### src/rtl/pipeline_pkg.sv
// Shared pipeline definitions for the fetch stage, IF/ID register and hazard unit.
package pipeline_pkg;
  localparam int PC_W = 32;
  localparam logic [PC_W-1:0] NOP_WORD = '0;

  typedef enum logic [1:0] {REQ, WAIT, HOLD} fetch_state_t;

  typedef struct packed {
    logic [PC_W-1:0] pc;
    logic [PC_W-1:0] instr;
  } fetch_word_t;
endpackage

### src/rtl/fetch_unit_if.sv
// Instruction-memory request/response channel between the fetch stage and imem.
interface fetch_unit_if;
  import pipeline_pkg::*;
  logic            imem_req_valid;
  logic            imem_req_ready;
  logic [PC_W-1:0] imem_addr;
  logic            imem_rsp_valid;
  logic [PC_W-1:0] imem_rsp_data;

  modport master (output imem_req_valid, imem_addr,
                  input  imem_req_ready, imem_rsp_valid, imem_rsp_data);
  modport slave  (input  imem_req_valid, imem_addr,
                  output imem_req_ready, imem_rsp_valid, imem_rsp_data);
endinterface

### src/rtl/fetch_unit.sv
// IF stage: single-outstanding imem fetch with one-entry skid buffer, stall hold
// and redirect kill of in-flight responses.
module fetch_unit
  import pipeline_pkg::*;
#(
  parameter logic [PC_W-1:0] PC_INC   = 32'd4,
  parameter logic [PC_W-1:0] RESET_PC = 32'h0
) (
  input  logic            clk,
  input  logic            rst,
  fetch_unit_if.master    imem,
  input  logic            stall,
  input  logic            redirect_valid,
  input  logic [PC_W-1:0] redirect_pc,
  output logic [PC_W-1:0] pc_out,
  output logic [PC_W-1:0] instruction,
  output logic            fetch_valid
);

  localparam fetch_word_t BUBBLE = '{pc: '0, instr: NOP_WORD};

  fetch_state_t    state;
  logic [PC_W-1:0] fetch_pc;
  logic [PC_W-1:0] req_pc;
  logic            kill;
  fetch_word_t     buf_q;
  fetch_word_t     out_q;
  logic            out_vld;
  logic            hs;

  // Request side decodes registered state only.
  assign imem.imem_req_valid = (state == REQ);
  assign imem.imem_addr      = fetch_pc;
  assign hs                  = (state == REQ) && imem.imem_req_ready;

  assign pc_out      = out_q.pc;
  assign instruction = out_q.instr;
  assign fetch_valid = out_vld;

  always_ff @(posedge clk or posedge rst) begin
    if (rst) begin
      state    <= REQ;
      fetch_pc <= RESET_PC;
      req_pc   <= '0;
      kill     <= 1'b0;
      buf_q    <= BUBBLE;
      out_q    <= BUBBLE;
      out_vld  <= 1'b0;
    end else begin
      if (!stall) begin
        out_q   <= BUBBLE;
        out_vld <= 1'b0;
      end
      case (state)
        REQ: if (hs) begin
          req_pc   <= fetch_pc;
          fetch_pc <= fetch_pc + PC_INC;
          state    <= WAIT;
        end
        WAIT: if (imem.imem_rsp_valid) begin
          if (kill) begin
            kill  <= 1'b0;
            state <= REQ;
          end else if (!stall) begin
            out_q   <= '{pc: req_pc, instr: imem.imem_rsp_data};
            out_vld <= 1'b1;
            state   <= REQ;
          end else begin
            buf_q <= '{pc: req_pc, instr: imem.imem_rsp_data};
            state <= HOLD;
          end
        end
        HOLD: if (!stall) begin
          out_q   <= buf_q;
          out_vld <= 1'b1;
          state   <= REQ;
        end
        default: state <= REQ;
      endcase

      // Redirect overrides everything above, including a stall hold.
      if (redirect_valid) begin
        out_q    <= BUBBLE;
        out_vld  <= 1'b0;
        fetch_pc <= redirect_pc;
        case (state)
          REQ: if (hs) begin
            kill  <= 1'b1;
            state <= WAIT;
          end else begin
            state <= REQ;
          end
          WAIT: if (imem.imem_rsp_valid) begin
            kill  <= 1'b0;
            state <= REQ;
          end else begin
            kill  <= 1'b1;
          end
          default: begin
            buf_q <= BUBBLE;
            state <= REQ;
          end
        endcase
      end
    end
  end

endmodule
### src/flat_wrapper.sv
// flat-port wrapper written by rule: the top's interface ports become plain ports
module fetch_unit_flat import pipeline_pkg::*;
#(
  parameter logic [PC_W-1:0] PC_INC   = 32'd4,
  parameter logic [PC_W-1:0] RESET_PC = 32'h0
)
  (clk, rst, stall, redirect_valid, redirect_pc, pc_out, instruction, fetch_valid, imem_imem_req_valid, imem_imem_addr, imem_imem_req_ready, imem_imem_rsp_valid, imem_imem_rsp_data);
  fetch_unit_if imem_i ();
  input  logic clk;
  input  logic rst;
  input  logic stall;
  input  logic redirect_valid;
  input  logic [PC_W-1:0] redirect_pc;
  output logic [PC_W-1:0] pc_out;
  output logic [PC_W-1:0] instruction;
  output logic fetch_valid;
  output wire logic [$bits(imem_i.imem_req_valid)-1:0] imem_imem_req_valid;
  output wire logic [$bits(imem_i.imem_addr)-1:0] imem_imem_addr;
  input wire logic [$bits(imem_i.imem_req_ready)-1:0] imem_imem_req_ready;
  input wire logic [$bits(imem_i.imem_rsp_valid)-1:0] imem_imem_rsp_valid;
  input wire logic [$bits(imem_i.imem_rsp_data)-1:0] imem_imem_rsp_data;
  assign imem_imem_req_valid = imem_i.imem_req_valid;
  assign imem_imem_addr = imem_i.imem_addr;
  assign imem_i.imem_req_ready = imem_imem_req_ready;
  assign imem_i.imem_rsp_valid = imem_imem_rsp_valid;
  assign imem_i.imem_rsp_data = imem_imem_rsp_data;
  fetch_unit #(.PC_INC(PC_INC), .RESET_PC(RESET_PC)) u_core (.clk(clk), .rst(rst), .imem(imem_i), .stall(stall), .redirect_valid(redirect_valid), .redirect_pc(redirect_pc), .pc_out(pc_out), .instruction(instruction), .fetch_valid(fetch_valid));
endmodule
### config.mk
export PLATFORM = sky130hd
export DESIGN_NAME = fetch_unit_flat
export DESIGN_NICKNAME = d
export VERILOG_FILES = /design/src/rtl/pipeline_pkg.sv /design/src/rtl/fetch_unit_if.sv /design/src/rtl/fetch_unit.sv /design/src/flat_wrapper.sv
export SDC_FILE = /design/constraint.sdc
export NUM_CORES = 1
export LEC_CHECK = 0
export CELL_PAD_IN_SITES_DETAIL_PLACEMENT = 0
export CELL_PAD_IN_SITES_GLOBAL_PLACEMENT = 2
export CORE_ASPECT_RATIO = 2
export CORE_MARGIN = 1.5
export CORE_UTILIZATION = 32
export DETAILED_ROUTE_END_ITERATION = 12
export PLACE_DENSITY_LB_ADDON = 0.1
export SYNTH_ARGS = -nofsm -noshare
export SYNTH_HDL_FRONTEND = slang
export SYNTH_SLANG_ARGS = --single-unit
### constraint.sdc
create_clock -name clk -period 8.1 [get_ports clk]
set_input_delay 0.81 -clock clk [delete_from_list [all_inputs] [get_ports clk]]
set_output_delay 0.81 -clock clk [all_outputs]
set_load 0.005 [all_outputs]
==> metrics.md, run 1 <==
| Metric | Value |
|---|---|
| Mapped Area | 8770 um^2 |
| Worst hold endpoint | u_core.req_pc[26] |
| Slew margin rel. | 42.4% |
| Hold path depth | 2 |
| Setup CP Type | primary input to register |
| TritonCTS clock tree | built |
| Clock Skew | 7.56 ps |
| Synthesis Warnings | 0 |
| FMAX | 350 MHz |
| DR pass1 iterations | 4 |
| Detailed Route WL | roughly 27 mm |
| First-pass GRT wire length | approximately 43 mm |
| DIE AREA | 28,500 um^2 |
| Cells after Synth | between 900 and 1,000 |
| Drt wl/cell | 19.0 um |
| Clock network fraction of total power | 30.5% |
| Critical Path RT | 8470 ps |
| CTS max path bufs | 2 |
| Cts hold-fix bufs | 0 |
| Cts bufs inserted | 17 |
| Input/output buffers | between 150 and 200 |
| Final hold viol count | 0 |
| Hold Path Class | register to register |
| Net Sw Frac | 32.6% |
| Synth cell types | 39 |
| Worst R2R Path Depth | 8 |
| Crit share post-route | 35.3% |
| Rows | 85 |
| # setup viols final | 0 |
| Critical path, cell by cell | clkdlybuf4s50_1, a21boi_4, buf_4, a22oi_1, nor2_1 |
| Initial antenna violation count | 1 |
| Outcome | finished, final reports clean |
| Largest area contributor in the netlist | dfrtp_1 |
| RSZ-0062 raised after global routing | no |
| Slowest CP cell | a21boi_4 |
| Number of synthesized register bits | slightly below 200 |
| Post-synth top area share | 55.9% |
| Post-route antenna net violation count | 0 |
| Tmin final | ~2900 ps |
| Detailed Place HPWL | 17.2 mm |
| Capture point of the worst reg-to-reg path | u_core.buf_q[19] |
| Arr. time, crit path | 3230 ps |
| GRT Total Usage | 19.8% |
| Max-Cap Viols | 0 |
| Avg Synthesized Cell Area | 9.47 um^2 |
| DR DRC count | 0 |
| Crit-path max FO | 41 |
| Initial Util | 32.6% |
| H-tree depth | 4 |
| Die Span Y | 237 um |
| Post-CTS setup buffers | 0 |
| Internal | 0.00194 W |
| GR Overflow Total | 0 |
| Synth top area cells | dfrtp_1 (56%), nand2_1 (11%), a22o_1 (6.4%) |
| Initial DRC Count | 294 |
| Pin count of the biggest net entering global routing | 81 |
| CP top delay family | buffers and inverters |
| Layout cells sized above 1 | just over 6% |
| Setup tns final | 0 ps |
| Sequential Power Share | 47.2% |
| IO Count | 168 |
| Worst skew pair latency | between 400 and 500 ps |
| Post-synth top flop | dfrtp_1 |
| Syn Nets | 1,001 |
| Power per Cell Area | 254 nW/um^2 |
| R2r startpoint | u_core.state[1] |
| Placeable Area | ~27,000 um^2 |
| Min-Delay Startpoint | u_core.req_pc[26] |
| Register area share after synthesis | 55.9% |
| Asr flop ratio synth | 100% |
| CTS Root Cell | clkbuf_16 |
| Vias per cell | 5.00 |
| Post-synth EDFFs | 0 |
| Comb power frac | 22.3% |
| Total Nets Final | 1,130 |
| Slew Limit Fails | 0 |
| R2R setup slack | 5380 ps |
| Fillers | around 2,700 |
| Number of global-route vias before repair | between 7,000 and 8,000 |
| Die width | 120 um |
| LEAKAGE | 4.82 nW |
| Gpl congestion | 0.746 |
| Sw Pwr | 0.000941 W |
| Finished Core Util | 42.2% |
| CP Capture Type | register |
| Vias | 7,092 |
| Worst path bufs/invs | 2 |
| Worst slew pin tran | 863 ps |
| Startpoint types | primary input |
| Peak supply drop | 169 uV |
| Clock transition at the registers of the reported paths | 70 ps |
| Slowest cell delay on critical path | 780 ps |
| Post_cts resized | 0 |
| Clock Sink Count | between 150 and 200 |
| P&R area growth vs syn | 29.4% |
## cells in the final DEF (no fill, tap or decap), types with 3 or more instances in the layout
cell	count
inv_1	6
xnor2_1	19
dfrtp_1	196
nor2_1	72
clkbuf_8	3
nand4_1	7
o21ai_1	9
mux2_2	6
and4_1	3
clkinv_2	6
nor4_1	6
buf_4	15
a22oi_1	64
ha_1	4
bufinv_16	3
a22o_1	64
nand3_1	8
nand2_1	257
clkbuf_16	17
xor2_1	10
a21oi_1	68
o21ai_0	23
clkdlybuf4s50_1	166
nor3_1	7
## power by group through the flow
stage	clock, W	combinational [W]	sequential (W)
2_1_floorplan	0	0.000416	0.00133
3_3_place_gp	0	0.000650	0.00138
3_5_place_dp	0	0.000659	0.00138
6_report	0.000880	0.000642	0.00136
4_1_cts	0.000910	0.000661	0.00136
5_1_grt	0.000943	0.000729	0.00139
## layout make-up
| class | instances | area, um^2 | share of cell area, % |
|---|---|---|---|
| clock inverter | 10 | 129 | 1.14 |
| antenna | 1 | 2.50 | 0.0220 |
| clock buffer | 22 | 474 | 4.18 |
| timing repair buffer | 181 | 1770 | 15.6 |
| multi-input combinational | 652 | 3600 | 31.7 |
| tap | 348 | 435 | 3.84 |
| inverter | 7 | 33.8 | 0.298 |
| sequential | 196 | 4900 | 43.2 |
## cell families (layout without fill, tap and decap cells)
kind of cell | after synthesis | in the layout | synth area share (%)
AO/OA/AOI/OAI | 231 | 231 | 17.8
XOR/XNOR | 29 | 29 | 2.90
adder cells (fa/ha/maj) | 5 | 5 | 0.713
buffers and inverters | 78 | 220 | 3.51
flip-flops | 196 | 196 | 55.9
multiplexers | 7 | 7 | 0.884
other | 0 | 1 | 0
AND/OR/NAND/NOR | 380 | 380 | 18.2
## routing by layer
| layer | GRT usage [%] | wire length, um |
|---|---|---|
| met5 | 0 | 0 |
| met4 | 7.32 | 652 |
| met3 | 3.96 | 986 |
| met2 | 37.0 | 14700 |
| met1 | 21.7 | 10600 |
## through the flow
| step | hold WS (ps) | cells | cell area, um^2 | worst slack (ps) | total power [W] |
|---|---|---|---|---|---|
| after floorplan | 468 | 926 | 8770 | 1950 | 0.00175 |
| after global placement | 491 | 1384 | 10700 | 4800 | 0.00203 |
| after detailed placement | 492 | 1384 | 10700 | 4760 | 0.00204 |
| after CTS | 509 | 1416 | 11300 | 5240 | 0.00293 |
| after global routing | 536 | 1417 | 11300 | 5070 | 0.00307 |
| final | 508 | 1417 | 11300 | 5240 | 0.00288 |
## registers in the layout (all words and copies together), names as in the netlist
| name | flops |
|---|---|
| u_core.imem.imem_addr | 32 |
| u_core.buf_q | 64 |
| u_core.req_pc | 32 |
| u_core.instruction | 32 |
| u_core.kill | 1 |
| u_core.pc_out | 32 |
| u_core.fetch_valid | 1 |
| u_core.state | 2 |
## worst register-to-register path, cell delays in order (launching register included)
cell and delay (ps):
dfrtp_1 420, inv_1 90, ha_1 260, nand2_1 170, nor2_1 270, and2_2 660
buf_4 520, nand2_1 120, a21oi_1 130
## worst max path at each step
| stage | startpoint | endpoint | slack (ps) | depth (start not counted) |
|---|---|---|---|---|
| 5_1_grt | stall | u_core.instruction[18] | 5070 | 5 |
| 4_1_cts | stall | u_core.pc_out[14] | 5240 | 5 |
| 6_report | stall | u_core.pc_out[14] | 5240 | 5 |
| 2_1_floorplan | rst | u_core.buf_q[0] | 1950 | 1 |
| 3_3_place_gp | stall | u_core.instruction[17] | 4800 | 5 |
| 3_5_place_dp | stall | u_core.pc_out[14] | 4760 | 5 |
## synth_stat cells, types with 5 or more instances
master / n
nand2_1: 258
dfrtp_1: 196
nor2_1: 72
a21oi_1: 68
a22o_1: 64
a22oi_1: 64
clkbuf_1: 56
o21ai_0: 23
xnor2_1: 19
buf_1: 10
xor2_1: 10
o21ai_1: 9
nand3_1: 8
inv_1: 7
nand4_1: 7
nor3_1: 7
mux2_2: 6
nor4_1: 6
ha_1: 5
Note: power is estimated with default switching activity, not from simulation.
==> run 2: changes to the inputs <==
==> constraint.sdc (replaced) <==
create_clock -name clk -period 3 [get_ports clk]
set_input_delay 0.3 -clock clk [delete_from_list [all_inputs] [get_ports clk]]
set_output_delay 0.3 -clock clk [all_outputs]
set_load 0.005 [all_outputs]
==> metrics.md, run 2 (synthesis results as in run 1) <==
| Metric | Value |
|---|---|
| Gpl congestion | 0.764 (was 0.746) |
| Critical path, cell by cell | inv_1, ha_1, nand2_1, nor2_1, and2_2, buf_12, nand2_1, a21oi_1 (was clkdlybuf4s50_1, a21boi_4, buf_4, a22oi_1, nor2_1) |
| Design area | 11,400 um^2 (was 11,300 um^2) |
| Initial Util | 32.6% (unchanged) |
| GR Overflow Total | 0 (unchanged) |
| Outcome | finished, final reports clean (unchanged) |
| Max FFs per register | 64 (unchanged) |
| Critical Path RT | 3370 ps (was 8470 ps) |
| Tmin final | 2270 ps |
| CP top delay family | simple AND/OR/NAND/NOR gates (was buffers and inverters) |
| # setup viols final | 0 (unchanged) |
| Drt wl/cell | 18.9 um (was 19.0 um) |
| R2r startpoint | u_core.state[1] (unchanged) |
| Pin count of the biggest net entering global routing | 128 (was 81) |
| Placeable Area | 26,900 um^2 (unchanged) |
| LEAKAGE | 4.84 nW (was 4.82 nW) |
| Clock Skew | 8.39 ps (was 7.56 ps) |
| Initial DRC Count | 469 (was 294) |
| Die width | 120 um (unchanged) |
| Post-route antenna net violation count | 0 (unchanged) |
| Worst slew pin tran | 606 ps (was 863 ps) |
| Clock Sink Count | 196 (unchanged) |
| Clock transition at the registers of the reported paths | 70 ps (about the same) |
| Finished Core Util | 42.5% (was 42.2%) |
| RSZ-0062 raised after global routing | no (unchanged) |
| R2R setup slack | 730 ps (was 5380 ps) |
| Detailed Route WL | 26.9 mm (was 27.0 mm) |
| Worst skew pair latency | 450 ps (was 440 ps) |
| Crit-path max FO | 24 (was 41) |
| Post-CTS setup buffers | 0 (unchanged) |
| Slowest CP cell | and2_2 (was a21boi_4) |
| Capture point of the worst reg-to-reg path | u_core.buf_q[35] (was u_core.buf_q[19]) |
| Crit share post-route | between 70% and 80% |
| Most flops, register | u_core.buf_q (unchanged) |
| Most frequent cells in the layout | nand2_1 (257), dfrtp_1 (196), clkdlybuf4s50_1 (166) (unchanged) |
| Cts bufs inserted | 17 (unchanged) |
| Hold Path Class | primary input to async pin (was register to register) |
| Final hold viol count | 0 (unchanged) |
| Initial antenna violation count | 1 (unchanged) |
| Detailed Place HPWL | 17.1 mm (was 17.2 mm) |
| Origin of the worst setup path | u_core.state[1] (was stall) |
| Arr. time, crit path | 2640 ps (was 3230 ps) |
| First-pass GRT wire length | 43.1 mm (was 43.0 mm) |
| CP dominant cell by count | nand2_1 |
| TritonCTS clock tree | built (unchanged) |
| DIE AREA | 28,500 um^2 (unchanged) |
| Total Nets Final | 1,140 (was 1,130) |
| FMAX | ~440 MHz |
| Placed Instance Area | 10,900 um^2 (was 10,700 um^2) |
| Worst R2R Path Depth | 8 (unchanged) |
| Rows | 85 (unchanged) |
| Most common cell after layout, fill and taps aside | nand2_1 (unchanged) |
| Max-Cap Viols | 0 (unchanged) |
| Slew margin rel. | 59.6% (was 42.4%) |
| Layout cells sized above 1 | 6.51% (was 6.18%) |
| H-tree depth | 4 (unchanged) |
| P&R area growth vs syn | 30.3% (was 29.4%) |
| Peak supply drop | 338 uV (was 169 uV) |
| Slew Limit Fails | 0 (unchanged) |
| CTS max path bufs | 2 (unchanged) |
| Input/output buffers | 167 (unchanged) |
| Inst Count DP | 1,394 (was 1,384) |
| Number of global-route vias before repair | 7,393 (was 7,371) |
| Final Non-Filler Cells | 1,424 (was 1,417) |
| CP Capture Type | register (unchanged) |
| Slowest cell delay on critical path | 550 ps (was 780 ps) |
| Setup CP Type | register to register (was primary input to register) |
| Die Span Y | 237 um (unchanged) |
| Post_cts resized | 0 (unchanged) |
| Vias per cell | 5.00 (about the same) |
| Setup tns final | 0 ps (unchanged) |
| GRT Total Usage | 19.8% (about the same) |
| DR DRC count | 0 (unchanged) |
| Worst path bufs/invs | 2 (unchanged) |
| Pwr Total | 0.00770 W (was 0.00288 W) |
| IO Count | 168 (unchanged) |
| Power per Cell Area | 674 nW/um^2 (was 254 nW/um^2) |
| CTS Root Cell | clkbuf_16 (unchanged) |
| Vias | 7,114 (was 7,092) |
| Cts hold-fix bufs | 0 (unchanged) |
| DR pass1 iterations | 5 (was 4) |
| Startpoint types | register (was primary input) |
-- run 2: area by class of cell --
cell class	count	area (um^2)
Fill cell	2647	15500
Sequential cell	196	4900
Multi-Input combinational cell	652	3600
Timing Repair Buffer	191	1910
Clock buffer	24	472
Tap cell	348	435
Clock inverter	5	77.6
Inverter	7	30.0
Antenna cell	1	2.50
-- run 2: worst max path at each step --
| stage | to | cells past startpoint |
|---|---|---|
| final | u_core.buf_q[35] | 8 |
| after CTS | u_core.buf_q[54] | 8 |
| after global placement | u_core.pc_out[9] | 6 |
| after global routing | u_core.buf_q[30] | 8 |
| after detailed placement | u_core.imem.imem_addr[28] | 6 |
| after floorplan | u_core.buf_q[0] | 1 |
-- run 2: worst reg2reg max path, delay by kind of cell, from the launching register on --
| kind | cells | cell delay (ps) |
|---|---|---|
| DFF | 1 | 420 |
| and+or+nand+nor | 4 | 1050 |
| buffers and inverters | 2 | 350 |
| AOI/OAI and AO/OA | 1 | 130 |
| adders and majority gates | 1 | 260 |
-- run 2: metrics by stage --
step | hold slack [ps] | worst slack [ps]
finish | 205 | 731
global route | 210 | 519
CTS | 195 | 699
detailed placement | 493 | 712
global placement | 489 | 753
floorplan | 421 | 168
-- run 2: power by group --
| part | total [W] | internal (W) | leakage, nW | switching [W] |
|---|---|---|---|---|
| Combinational | 0.00179 | 0.000675 | 1.96 | 0.00111 |
| Clock | 0.00225 | 0.00126 | 0.266 | 0.000994 |
| Sequential | 0.00366 | 0.00323 | 2.61 | 0.000429 |
| Total | 0.00770 | 0.00516 | 4.84 | 0.00254 |
-- run 2: routing by layer --
metal	track usage (%)	vias to the layer above	share of wire (%)
met4	7.03	0	2.0
met5	0	-	0
met2	35.5	169	53
met1	22.9	3464	40
met3	4.34	33	4.4
li1	-	3448	-
